--- src/rtl/imem_loader.sv ---
// Byte-stream program loader that packs bytes little-endian into a DEPTH x WORD_W
// instruction memory, plus a registered fetch read port. Optional trailing checksum: IMEM_LOADER_CHECKSUM_EN.
module imem_loader #(
    parameter int WORD_W = 32,
    parameter int DEPTH  = 16,
    parameter int ADDR_W = 4
) (
    input  logic              clk,
    input  logic              rst,
    input  logic              start,
    input  logic              in_valid,
    input  logic [7:0]        in_byte,
    output logic              in_ready,
    input  logic [ADDR_W-1:0] pc,
    output logic [WORD_W-1:0] instr,
    output logic              busy,
    output logic              done,
    output logic [ADDR_W:0]   words_loaded,
    output logic              err
);

    localparam int                ASM_W     = WORD_W - 8;
    localparam logic [ADDR_W-1:0] LAST_ADDR = ADDR_W'(DEPTH - 1);
    localparam logic [ADDR_W-1:0] ADDR_ONE  = {{(ADDR_W-1){1'b0}}, 1'b1};
    localparam logic [ADDR_W:0]   WORDS_ONE = {{ADDR_W{1'b0}}, 1'b1};

    typedef enum logic [1:0] {
        S_IDLE  = 2'd0,
        S_LOAD  = 2'd1,
`ifdef IMEM_LOADER_CHECKSUM_EN
        S_CHECK = 2'd3,
`endif
        S_DONE  = 2'd2
    } state_t;

    state_t            state_q, state_d;
    logic [1:0]        byte_idx_q, byte_idx_d;
    logic [ADDR_W-1:0] waddr_q, waddr_d;
    logic [ADDR_W:0]   words_q, words_d;
    logic [ASM_W-1:0]  asm_q, asm_d;
    logic [WORD_W-1:0] instr_q, instr_d;
    logic [WORD_W-1:0] mem_q [DEPTH];
    logic [WORD_W-1:0] mem_d [DEPTH];
`ifdef IMEM_LOADER_CHECKSUM_EN
    logic [7:0]        sum_q, sum_d;
    logic              err_q, err_d;
`endif

`ifdef IMEM_LOADER_CHECKSUM_EN
    assign in_ready = (state_q == S_LOAD) || (state_q == S_CHECK);
    assign err      = err_q;
`else
    assign in_ready = (state_q == S_LOAD);
    assign err      = 1'b0;
`endif
    assign busy         = in_ready;
    assign done         = (state_q == S_DONE);
    assign words_loaded = words_q;
    assign instr        = instr_q;

    always_comb begin
        state_d    = state_q;
        byte_idx_d = byte_idx_q;
        waddr_d    = waddr_q;
        words_d    = words_q;
        asm_d      = asm_q;
        mem_d      = mem_q;
        // Read sees the pre-write contents, giving read-before-write on a collision.
        instr_d    = mem_q[pc];
`ifdef IMEM_LOADER_CHECKSUM_EN
        sum_d      = sum_q;
        err_d      = err_q;
`endif
        case (state_q)
            S_IDLE, S_DONE: begin
                if (start) begin
                    state_d    = S_LOAD;
                    byte_idx_d = 2'd0;
                    waddr_d    = '0;
                    words_d    = '0;
`ifdef IMEM_LOADER_CHECKSUM_EN
                    sum_d      = 8'd0;
                    err_d      = 1'b0;
`endif
                end
            end
            S_LOAD: begin
                if (in_valid) begin
                    byte_idx_d = byte_idx_q + 2'd1;
`ifdef IMEM_LOADER_CHECKSUM_EN
                    sum_d      = sum_q + in_byte;
`endif
                    case (byte_idx_q)
                        2'd0:    asm_d[7:0]   = in_byte;
                        2'd1:    asm_d[15:8]  = in_byte;
                        2'd2:    asm_d[23:16] = in_byte;
                        default: begin
                            mem_d[waddr_q] = {in_byte, asm_q};
                            waddr_d        = waddr_q + ADDR_ONE;
                            words_d        = words_q + WORDS_ONE;
                            if (waddr_q == LAST_ADDR) begin
`ifdef IMEM_LOADER_CHECKSUM_EN
                                state_d = S_CHECK;
`else
                                state_d = S_DONE;
`endif
                            end
                        end
                    endcase
                end
            end
`ifdef IMEM_LOADER_CHECKSUM_EN
            S_CHECK: begin
                if (in_valid) begin
                    sum_d   = sum_q + in_byte;
                    err_d   = (sum_d != 8'd0);
                    state_d = S_DONE;
                end
            end
`endif
            default: state_d = S_IDLE;
        endcase
    end

    always_ff @(posedge clk) begin
        if (rst) begin
            state_q    <= S_IDLE;
            byte_idx_q <= 2'd0;
            waddr_q    <= '0;
            words_q    <= '0;
            asm_q      <= '0;
            instr_q    <= '0;
            mem_q      <= '{default: '0};
`ifdef IMEM_LOADER_CHECKSUM_EN
            sum_q      <= 8'd0;
            err_q      <= 1'b0;
`endif
        end else begin
            state_q    <= state_d;
            byte_idx_q <= byte_idx_d;
            waddr_q    <= waddr_d;
            words_q    <= words_d;
            asm_q      <= asm_d;
            instr_q    <= instr_d;
            mem_q      <= mem_d;
`ifdef IMEM_LOADER_CHECKSUM_EN
            sum_q      <= sum_d;
            err_q      <= err_d;
`endif
        end
    end

endmodule
--- config.mk ---
export PLATFORM = sky130hd
export DESIGN_NAME = imem_loader
export DESIGN_NICKNAME = d
export VERILOG_FILES = /design/src/rtl/imem_loader.sv
export SDC_FILE = /design/constraint.sdc
export NUM_CORES = 1
export LEC_CHECK = 0
export BUFFER_PORTS_ARGS = -buffer_cell sky130_fd_sc_hd__buf_2
export CELL_PAD_IN_SITES_DETAIL_PLACEMENT = 1
export CELL_PAD_IN_SITES_GLOBAL_PLACEMENT = 1
export CORE_UTILIZATION = 29
export CTS_BUF_LIST = sky130_fd_sc_hd__clkbuf_2 sky130_fd_sc_hd__clkbuf_4 sky130_fd_sc_hd__clkbuf_8
export CTS_CLUSTER_DIAMETER = 30
export CTS_CLUSTER_SIZE = 16
export DETAILED_ROUTE_END_ITERATION = 8
export HOLD_SLACK_MARGIN = 0.02
export PLACE_DENSITY = 0.56
export SYNTH_ARGS = -nofsm -noshare
export SYNTH_HDL_FRONTEND = slang
export SYNTH_SLANG_ARGS = --single-unit
--- constraint.sdc ---
create_clock -name clk -period 2.67 [get_ports clk]
set_input_delay 0.534 -clock clk [delete_from_list [all_inputs] [get_ports clk]]
set_output_delay 0.534 -clock clk [all_outputs]
set_load 0.01 [all_outputs]
==> results.toml <==
[setup_path]
worst_ep_arrival_time_ns = 1.76
cp_slowest_cell = "dfxtp_1"
r2r_cells = 6
slowest_delay_ns = 0.44
reg2reg_setup_slack_ns = 0.49
r2r_end = "mem_q[190]"
crit_chain = "nor2b_1 > buf_2"
crit_fanout = 6
end_kind = "primary output"
critical_path_class = "reg -> out"
r2r-start = "byte_idx_q[0]"
cp-start-kind = "register"
cp.required_ns = 2.14
worstSetupStartpoint = "state_q[0]"

[die]
start_util_pct = 29.4
coreArea_um2 = 83800
die_area_um2 = 86200
die_x_um = 294
io_pins = 57
row_count = 106
die_h_um = 294

[placement]
io_buffer_count = 55
place_hpwl_mm = 54.7
routabilityCongestion = 0.765

[synth]
synth_top_family_by_area = "simple AND/OR/NAND/NOR gates"
synth_top_area_share_pct = 47.2
async_reset_ff_share_pct = 0
syn_avg_cell_area_um2 = 8.06
synth_nets = 3083
synth_xor_area_share_pct = 0.178
synth-edff-count = 0
synth_compound_area_share_pct = 15.8
synth_flop_cell = "dfxtp_1"
ys_top_cells_by_area = "dfxtp_1, nand2_1, a21oi_1"
synthMuxAreaShare_pct = 10.6
ys_warn_count = 0
synth_area_leader_cell = "dfxtp_1"
ys_ff_latch = 581
seq_area_frac_synth_pct = 47.2
synth_cell_types = 39
syn_inst = 3058
yosys.area_share.simple_pct = 19.1
syn-cell-area_um2 = 24600
synth_fa_ha_area_share_pct = 0.457

[timing]
setup_viol = 0
fmax_mhz = 436
post-route-min-period_ns = 2.29
min_period_over_period_pct = 85.8
worst_slew_pin_slew_ns = 1.07
rsz0062_at_grt = "no"
slew_headroom_pct = 28.4
finalHoldViolCount = 0
setup_tns_ns = 0
fin_skew_ns = 0.0479
worst_hold_slack_ns = 0.146
slew_viol_final = 0

[clock_tree]
cts_sinks = 581
htree_num_levels = 4
cts_root_buf = "clkbuf_8"
cts_buffers = 151
postCtsSetupBuffers = 0
path_clk_slew_ns = 0.05
cts_buffer_depth = 3
cts_tree = "done"
clk_latency_ns = 0.80
post_cts_resize_count = 0

[layout]
multi_input_area_um2 = 11400
num-fill-cells = 9884
syn2layout_area_growth_pct = 19.6
drive_above_1_share_pct = 15.1
nets = 3069
regArea_um2 = 11600

[grt]
grt_pass1_wl_mm = 147
gr-usage-all-layers_pct = 22.8
gr-total-overflow = 0
antenna_found_initial = 6
grt_pass1_vias = 23200
grt_max_degree = 191

[drt]
first_iter_violations = 1380
first_pass_iters = 5
vias = 22100
via_per_inst = 5.13
ant_nets = 0
drcViolationCount = 0
drt_wl_total_mm = 98.1
wl_per_cell_um = 22.8

[run_status]
outcome = "finished clean"

[pwr]
power_mw = 22.7
leakage_nw = 10.3
ir_drop_v = 0.000400
power.density_nw_per_um2 = 769

[hold_path]
holdPathEnd = "byte_idx_q[1]"
hp-start = "in_valid"
holdCritPathClass = "in -> reg"
whs_path_depth = 4

[job]
drv_cap = 0
layer usage:
metal,vias up,global-route usage (%),share of wire [%]
li1,10200,-,-
met1,11200,28.8,44
met2,509,38.4,48
met3,198,4.34,4.6
met4,4,8.31,2.9
met5,-,0,0.026
where the power goes:
| group | switching [mW] | internal, mW |
|---|---|---|
| Clock | 4.81 | 8.18 |
| Sequential | 0.0481 | 8.73 |
| Combinational | 0.639 | 0.282 |
| Total | 5.50 | 17.2 |
flip-flops by register name, indices dropped and copies added (netlist names):
signal and cells:
byte_idx_q 2, asm_q 24, instr 32, mem_q 512, state_q 2, waddr_q 4, words_loaded 5
layout make-up:
type,instances,share of cell area (%)
sequential,581,39.4
multi-input combinational,2161,38.8
clock buffer,203,9.01
timing repair buffer,144,4.85
tap,1134,4.81
clock inverter,74,3.02
inverter,5,0.0636
antenna,1,0.00849
placed cells by master, fill, tap and decap left out, drive strengths merged, types with 6 or more instances in the layout:
cell type	count
o21ai	35
bufinv	17
a21oi	543
clkinvlp	16
mux2i	226
clkbuf	203
o22ai	16
nand2	1123
a22oi	96
clkinv	33
and3	19
nor2b	6
nor2	13
buf	142
inv	13
mux4	16
ha	9
nand3	20
dfxtp	581
a221oi	16
worst max-delay path, delay by kind of cell (launching register included):
kind	cells	cell delay [ns]
flip-flops	1	0.44
AND/OR/NAND/NOR	1	0.33
buffers and inverters	1	0.19
synth_stat cells, types with 2 or more instances:
master	instances
nor2b_1	6
a221oi_1	16
xor2_1	4
a22oi_1	96
a21oi_1	543
nor3_1	2
dfxtp_1	581
mux2i_1	226
nand2b_1	2
buf_4	44
nor2_2	2
and3_1	19
inv_1	5
o211ai_1	2
nor2_1	11
o2111ai_1	2
nand3_2	7
ha_1	9
buf_2	131
clkbuf_1	115
nand2_1	1123
and2_1	2
or2_2	2
nand3_4	4
buf_6	15
buf_1	4
o21ai_0	35
nand3_1	9
o22ai_1	16
mux4_2	16
kinds of logic after synthesis:
family,Yosys count
compound gates,710
xor+xnor,5
fa+ha+maj,9
buf+inv,316
flops,581
mux,242
other cells,1
simple gates,1194
worst max-delay path by stage:
stage                     slack (ns)         end  depth (start not counted)
after floorplan                 0.88   instr[10]                          5
after global placement          0.37   instr[26]                          7
after detailed placement        0.35  mem_q[190]                          6
after CTS                       0.32    in_ready                          2
after global routing            0.24        busy                          2
final                           0.38    in_ready                          2
stage by stage:
stage | util [%] | cells | instance area, um^2 | setup slack, ns
6_report | 35.2 | 4303 | 29500 | 0.378
3_3_place_gp | 30.9 | 4023 | 25900 | 0.366
5_1_grt | 35.2 | 4303 | 29500 | 0.238
3_5_place_dp | 30.9 | 4023 | 25900 | 0.351
4_1_cts | 35.2 | 4302 | 29500 | 0.322
2_1_floorplan | - | 3058 | 24600 | 0.876
repair_timing:
item                                   CTS  global route
endpoints found under the hold margin    2             0
setup endpoints to repair                0             0
hold buffers                             2             0
No activity file was read; power rests on OpenSTA's default activity.
